$ cat config.mk
export PLATFORM = sky130hd
export DESIGN_NAME = jam_cost_port_arbiter_flat
export DESIGN_NICKNAME = d
export VERILOG_FILES = /design/src/rtl/jam_cost_port_arbiter_if.sv /design/src/rtl/jam_cost_port_arbiter.sv /design/src/flat_wrapper.sv
export SDC_FILE = /design/constraint.sdc
export NUM_CORES = 1
export LEC_CHECK = 0
export ABC_AREA = 1
export BUFFER_PORTS_ARGS = -buffer_cell sky130_fd_sc_hd__buf_2
export CORE_ASPECT_RATIO = 1.5
export CORE_UTILIZATION = 40
export DETAILED_ROUTE_END_ITERATION = 16
export PLACE_DENSITY_LB_ADDON = 0.12
export SETUP_SLACK_MARGIN = 0.2
export SYNTH_ARGS = -nofsm -noshare
export SYNTH_HDL_FRONTEND = slang
export SYNTH_SLANG_ARGS = --single-unit
$ cat constraint.sdc
create_clock -name CLK -period 1.2 [get_ports CLK]
set_input_delay 0.24 -clock CLK [delete_from_list [all_inputs] [get_ports CLK]]
set_output_delay 0.24 -clock CLK [all_outputs]
set_load 0.03 [all_outputs]
$ cat src/rtl/jam_cost_port_arbiter_if.sv
// Engine-side bundle of the shared cost-table lookup port: per-engine request
// lanes, the registered W/J lookup address, the Cost read data and the routed responses.
interface jam_cost_port_arbiter_if #(
   parameter int NREQ = 2
);
   logic [NREQ-1:0]   req;
   logic [3*NREQ-1:0] req_w;
   logic [3*NREQ-1:0] req_j;
   logic [NREQ-1:0]   req_last;
   logic [NREQ-1:0]   gnt;
   logic [2:0]        W;
   logic [2:0]        J;
   logic [6:0]        Cost;
   logic [NREQ-1:0]   rsp_valid;
   logic [6:0]        rsp_cost;
   logic              busy;

   modport master (
      output req, req_w, req_j, req_last, Cost,
      input  gnt, W, J, rsp_valid, rsp_cost, busy
   );

   modport slave (
      input  req, req_w, req_j, req_last, Cost,
      output gnt, W, J, rsp_valid, rsp_cost, busy
   );
endinterface

$ cat src/rtl/jam_cost_port_arbiter.sv
// Round-robin burst arbiter for the single cost-table port: grants whole lookup
// bursts to one engine at a time and routes each returning Cost back by tag.
module jam_cost_port_arbiter #(
   parameter int NREQ  = 2,
   parameter int LAT   = 1,
   parameter int BURST = 8
) (
   input  logic                 CLK,
   input  logic                 RST,
   jam_cost_port_arbiter_if.slave bus
);
   localparam int PW = (NREQ > 1) ? $clog2(NREQ) : 1;
   localparam int CW = $clog2(BURST) + 1;

   typedef enum logic [0:0] {S_IDLE, S_BURST} state_t;

   state_t            state, state_nxt;
   logic [PW-1:0]     owner, ptr, winner;
   logic              found;
   logic [CW-1:0]     beat_cnt;
   logic [NREQ-1:0]   gnt_c;
   logic              accept, last_beat;
   logic [2:0]        own_w, own_j;
   logic [2:0]        w_q, j_q;
   logic [LAT-1:0]    vld_p;
   logic [LAT-1:0][PW-1:0] tag_p;
   logic [NREQ-1:0]   rsp_valid_q;
   logic [6:0]        rsp_cost_q;

   function automatic logic [PW-1:0] wrap_idx(input int v);
      return PW'(v % NREQ);
   endfunction

   // Round-robin scan starting at ptr; NREQ need not be a power of two.
   always_comb begin
      found  = 1'b0;
      winner = ptr;
      for (int k = 0; k < NREQ; k++) begin
         if (!found && bus.req[wrap_idx(int'(ptr) + k)]) begin
            found  = 1'b1;
            winner = wrap_idx(int'(ptr) + k);
         end
      end
   end

   always_comb begin
      own_w = '0;
      own_j = '0;
      for (int i = 0; i < NREQ; i++) begin
         if (owner == PW'(i)) begin
            own_w = bus.req_w[3*i +: 3];
            own_j = bus.req_j[3*i +: 3];
         end
      end
   end

   always_ff @(posedge CLK or posedge RST) begin
      if (RST) state <= S_IDLE;
      else     state <= state_nxt;
   end

   always_comb begin
      state_nxt = state;
      case (state)
         S_IDLE:  if (found)     state_nxt = S_BURST;
         S_BURST: if (last_beat) state_nxt = S_IDLE;
         default:                state_nxt = S_IDLE;
      endcase
   end

   // Forced release fires on the beat that would bring beat_cnt to BURST.
   always_comb begin
      gnt_c     = '0;
      accept    = 1'b0;
      last_beat = 1'b0;
      if (state == S_BURST) begin
         gnt_c[owner] = bus.req[owner];
         accept       = bus.req[owner];
         last_beat    = bus.req[owner] &&
                        (bus.req_last[owner] || beat_cnt == CW'(BURST - 1));
      end
   end

   always_ff @(posedge CLK or posedge RST) begin
      if (RST) begin
         owner    <= '0;
         ptr      <= '0;
         beat_cnt <= '0;
      end else begin
         if (state == S_IDLE && found) begin
            owner    <= winner;
            beat_cnt <= '0;
         end
         if (accept)    beat_cnt <= beat_cnt + CW'(1);
         if (last_beat) ptr      <= wrap_idx(int'(owner) + 1);
      end
   end

   // Stage p0: lookup address register and head of the tag pipeline.
   always_ff @(posedge CLK or posedge RST) begin
      if (RST) begin
         w_q   <= '0;
         j_q   <= '0;
         vld_p <= '0;
         tag_p <= '0;
      end else begin
         if (accept) begin
            w_q <= own_w;
            j_q <= own_j;
         end
         vld_p[0] <= accept;
         tag_p[0] <= owner;
         for (int k = 1; k < LAT; k++) begin
            vld_p[k] <= vld_p[k-1];
            tag_p[k] <= tag_p[k-1];
         end
      end
   end

   // Final stage: Cost is valid while the tag reaches the pipeline tail.
   always_ff @(posedge CLK or posedge RST) begin
      if (RST) begin
         rsp_valid_q <= '0;
         rsp_cost_q  <= '0;
      end else begin
         rsp_valid_q <= '0;
         if (vld_p[LAT-1]) begin
            rsp_valid_q <= {{(NREQ-1){1'b0}}, 1'b1} << tag_p[LAT-1];
            rsp_cost_q  <= bus.Cost;
         end
      end
   end

   assign bus.gnt       = gnt_c;
   assign bus.W         = w_q;
   assign bus.J         = j_q;
   assign bus.rsp_valid = rsp_valid_q;
   assign bus.rsp_cost  = rsp_cost_q;
   assign bus.busy      = (state != S_IDLE) || (|vld_p) || (|rsp_valid_q);
endmodule

$ cat src/flat_wrapper.sv
// flat-port wrapper written by rule: the top's interface ports become plain ports
module jam_cost_port_arbiter_flat 
#(
   parameter int NREQ  = 2,
   parameter int LAT   = 1,
   parameter int BURST = 8
)
  (CLK, RST, bus_req, bus_req_w, bus_req_j, bus_req_last, bus_Cost, bus_gnt, bus_W, bus_J, bus_rsp_valid, bus_rsp_cost, bus_busy);
  jam_cost_port_arbiter_if #(.NREQ(NREQ)) bus_i ();
  input  logic CLK;
  input  logic RST;
  input wire logic [$bits(bus_i.req)-1:0] bus_req;
  input wire logic [$bits(bus_i.req_w)-1:0] bus_req_w;
  input wire logic [$bits(bus_i.req_j)-1:0] bus_req_j;
  input wire logic [$bits(bus_i.req_last)-1:0] bus_req_last;
  input wire logic [$bits(bus_i.Cost)-1:0] bus_Cost;
  output wire logic [$bits(bus_i.gnt)-1:0] bus_gnt;
  output wire logic [$bits(bus_i.W)-1:0] bus_W;
  output wire logic [$bits(bus_i.J)-1:0] bus_J;
  output wire logic [$bits(bus_i.rsp_valid)-1:0] bus_rsp_valid;
  output wire logic [$bits(bus_i.rsp_cost)-1:0] bus_rsp_cost;
  output wire logic [$bits(bus_i.busy)-1:0] bus_busy;
  assign bus_i.req = bus_req;
  assign bus_i.req_w = bus_req_w;
  assign bus_i.req_j = bus_req_j;
  assign bus_i.req_last = bus_req_last;
  assign bus_i.Cost = bus_Cost;
  assign bus_gnt = bus_i.gnt;
  assign bus_W = bus_i.W;
  assign bus_J = bus_i.J;
  assign bus_rsp_valid = bus_i.rsp_valid;
  assign bus_rsp_cost = bus_i.rsp_cost;
  assign bus_busy = bus_i.busy;
  jam_cost_port_arbiter #(.NREQ(NREQ), .LAT(LAT), .BURST(BURST)) u_core (.CLK(CLK), .RST(RST), .bus(bus_i));
endmodule
==> run_summary.xml <==
<?xml version="1.0" encoding="UTF-8"?>
<metrics>
  <group name="route">
    <metric name="vias_per_cell" unit="">4.56</metric>
    <metric name="drt_pre_antenna_iters" unit="">4</metric>
    <metric name="highest_metal_used" unit="">met4</metric>
    <metric name="average_wire_length_per_cell_after_detail_routing" unit="um">11.3</metric>
    <metric name="route.met2.wl" unit="mm">1.42</metric>
    <metric name="route.layer.met1.wl" unit="mm">1.04</metric>
    <metric name="via_count" unit="">1058</metric>
    <metric name="final_antenna_net_count" unit="">0</metric>
    <metric name="remaining_drc_errors" unit="">0</metric>
    <metric name="drt_iter0_drc" unit="">15</metric>
    <metric name="detail_route.wirelength" unit="mm">2.63</metric>
    <metric name="routed-wl-met3" unit="um">110</metric>
  </group>
  <group name="placement">
    <metric name="detailedPlacementHpwl" unit="mm">1.91</metric>
    <metric name="globalplace.congestion" unit="">0.747</metric>
    <metric name="placedCellCount" unit="">221</metric>
    <metric name="place.port_buffers" unit="">42</metric>
    <metric name="dp_slack" unit="ns">0.0406</metric>
  </group>
  <group name="cts">
    <metric name="clk_buf_depth" unit="">2</metric>
    <metric name="clk_pin_slew" unit="ns">0.08</metric>
    <metric name="clock_insertion_delay_worst_skew" unit="ns">0.26</metric>
    <metric name="tritoncts_num_sinks" unit="">24</metric>
    <metric name="ctsRootBufferMaster" unit="">clkbuf_8</metric>
    <metric name="cts_made_buffers" unit="">3</metric>
    <metric name="ctsHtreeMaxLevel" unit="">1</metric>
    <metric name="cts_hold_buffers_added" unit="">0</metric>
    <metric name="tritoncts" unit="">yes</metric>
  </group>
  <group name="layout">
    <metric name="syn2layout_area_growth" unit="%">53.8</metric>
    <metric name="final_cell_mix" unit="">nand2_1, buf_2, dfrtp_1, buf_6, buf_4</metric>
    <metric name="drive_above_1_share" unit="%">43.1</metric>
    <metric name="stdcell_count" unit="">232</metric>
    <metric name="final_util" unit="%">64.8</metric>
    <metric name="antenna_cells" unit="">0</metric>
    <metric name="final_nets" unit="">222</metric>
    <metric name="layout_commonest_cell" unit="">nand2_1</metric>
  </group>
  <group name="worst_setup_path">
    <metric name="crit_start_category" unit="">flop</metric>
    <metric name="required" unit="ns">0.96</metric>
    <metric name="worstPathArrival" unit="ns">1.08</metric>
    <metric name="setup.worst_path.class" unit="">reg -&gt; out</metric>
    <metric name="worstPathMaxFanout" unit="">3</metric>
    <metric name="crit_path_end_kind" unit="">output pin</metric>
  </group>
  <group name="pwr">
    <metric name="cellPowerDensity" unit="nW/um^2">2940</metric>
    <metric name="p_leak" unit="nW">0.953</metric>
    <metric name="ir_worst_vdd" unit="uV">1850</metric>
  </group>
  <group name="timing">
    <metric name="max_freq" unit="MHz">755</metric>
    <metric name="finClkSkew" unit="ns">0.00356</metric>
    <metric name="post_layout_minimum_cycle_time" unit="ns">1.32</metric>
    <metric name="hold_viol" unit="">0</metric>
    <metric name="maxSlewHeadroom" unit="%">79.6</metric>
    <metric name="setup_viol" unit="">4</metric>
    <metric name="grt_setup_unrepaired" unit="">yes</metric>
    <metric name="setup-tns-final" unit="ns">-0.318</metric>
    <metric name="holdWs" unit="ns">0.0242</metric>
    <metric name="transition_time_at_the_pin_with_the_least_slew_margin" unit="ns">0.305</metric>
    <metric name="finalCritPeriodShare" unit="%">110</metric>
    <metric name="post-route-worst-setup-slack" unit="ns">-0.124</metric>
    <metric name="slew_viol_final" unit="">0</metric>
  </group>
  <group name="floorplan">
    <metric name="die_area" unit="um^2">3040</metric>
    <metric name="fp.coreArea" unit="um^2">2680</metric>
    <metric name="start_util" unit="%">42.2</metric>
    <metric name="dieWidth" unit="um">45.4</metric>
    <metric name="io_pins" unit="">43</metric>
    <metric name="die_h" unit="um">67.1</metric>
    <metric name="std_cell_rows" unit="">23</metric>
  </group>
  <group name="synth">
    <metric name="seq_cells_post_synth" unit="">24</metric>
    <metric name="seq_area_frac_synth" unit="%">53.2</metric>
    <metric name="syn-num-nets" unit="">163</metric>
    <metric name="synthesis.area" unit="um^2">1130</metric>
    <metric name="ys_warn_count" unit="">0</metric>
    <metric name="post_synthesis_area_per_instance" unit="um^2">8.24</metric>
    <metric name="synthesis.instances" unit="">137</metric>
    <metric name="post_synth_num_cell_types" unit="">22</metric>
  </group>
  <group name="global_route">
    <metric name="maximum_number_of_pins_on_one_net_before_global_route_repair" unit="">25</metric>
    <metric name="grt_antenna_before_repair" unit="">0</metric>
    <metric name="first_global_vias" unit="">1008</metric>
    <metric name="grt_pass1_wl" unit="mm">4.38</metric>
    <metric name="globalRoute.totalOverflow" unit="">0</metric>
    <metric name="grt_util_all_layers" unit="%">20.1</metric>
  </group>
  <group name="status">
    <metric name="run_status" unit="">complete, but fails checks</metric>
    <metric name="violations" unit="">negative setup slack</metric>
  </group>
  <group name="worst_hold_path">
    <metric name="hp-class" unit="">in -&gt; async</metric>
  </group>
  <group name="run">
    <metric name="maxCapViolations" unit="">0</metric>
  </group>
</metrics>
-- where the power goes --
part,total (mW),internal [mW],switching [mW]
clock,0.692,0.445,0.247
combinational,2.85,1.27,1.58
sequential,1.56,1.21,0.359
-- flip-flops by register name, summed over array words and instances (netlist names) --
name                  flops
u_core.state              1
u_core.bus.W              3
u_core.bus.rsp_cost       7
u_core.bus.rsp_valid      2
u_core.ptr                1
u_core.beat_cnt           4
u_core.vld_p              1
u_core.owner              1
u_core.tag_p              1
u_core.bus.J              3
-- cells in the mapped netlist (all sizes together) --
cell type,n,area (um^2)
nand2,76,298
dfrtp,24,601
inv,12,50.1
nand3,12,77.6
buf,3,36.3
nor2,2,7.51
a21oi,1,8.76
clkinv,1,3.75
ha,1,12.5
nand4,1,6.26
nor3,1,5.00
o211ai,1,7.51
o21ai,1,8.76
or2,1,6.26
-- cell type report --
cell class | count | area (um^2)
fill | 243 | 941
sequential | 24 | 603
multi-input combinational | 97 | 499
clock buffer | 3 | 41.3
clock inverter | 1 | 30.0
tap | 37 | 46.3
timing repair buffer | 57 | 447
inverter | 13 | 68.8
-- path summary, 6_finish.rpt --
check / start / endpoint / slack, ns / cells past startpoint
setup reg to reg: u_core.owner / u_core.ptr / -0.02 / 8
min in group CLK: bus_Cost[0] / u_core.bus.rsp_cost[0] / 0.17 / 3
max in group asynchronous: RST / u_core.owner / 0.92 / 3
hold reg to reg: u_core.tag_p / u_core.bus.rsp_valid[0] / 0.43 / 1
hold / removal: RST / u_core.beat_cnt[0] / 0.02 / 3
setup / recovery: u_core.owner / bus_gnt[0] / -0.12 / 4
-- critical path: stages, from the launching register on --
cell        delay (ns)
dfrtp_2           0.48
inv_8             0.08
nand3_4           0.08
clkinvlp_4        0.08
buf_6             0.12
-- cells by family after synthesis --
kind of cell,share of synthesized area [%]
buffers and inverters,7.98
adder cells (fa/ha/maj),1.11
AND/OR/NAND/NOR,35.5
AO/OA/AOI/OAI,2.22
flip-flops,53.2
-- what timing repair did --
item                                    in CTS  in global routing
endpoints found under the setup margin      32                 32
resized for setup                           43                  6
pin swaps                                    3                  0
buffers inserted                             5                  2
endpoints found under the hold margin        0                  0
-- routing by layer --
metal / GRT usage (%) / vias up
met2: 36.8 / 39
met4: 8.33 / 0
li1: - / 533
met5: 0 / -
met3: 2.44 / 6
met1: 22.4 / 480
-- through the flow --
step	cell area [um^2]	power [mW]
after floorplan	1170	3.12
after global placement	1450	3.67
after detailed placement	1450	3.75
after CTS	1690	5.00
after global routing	1740	5.49
final	1740	5.10
No activity file was read; power rests on OpenSTA's default activity.
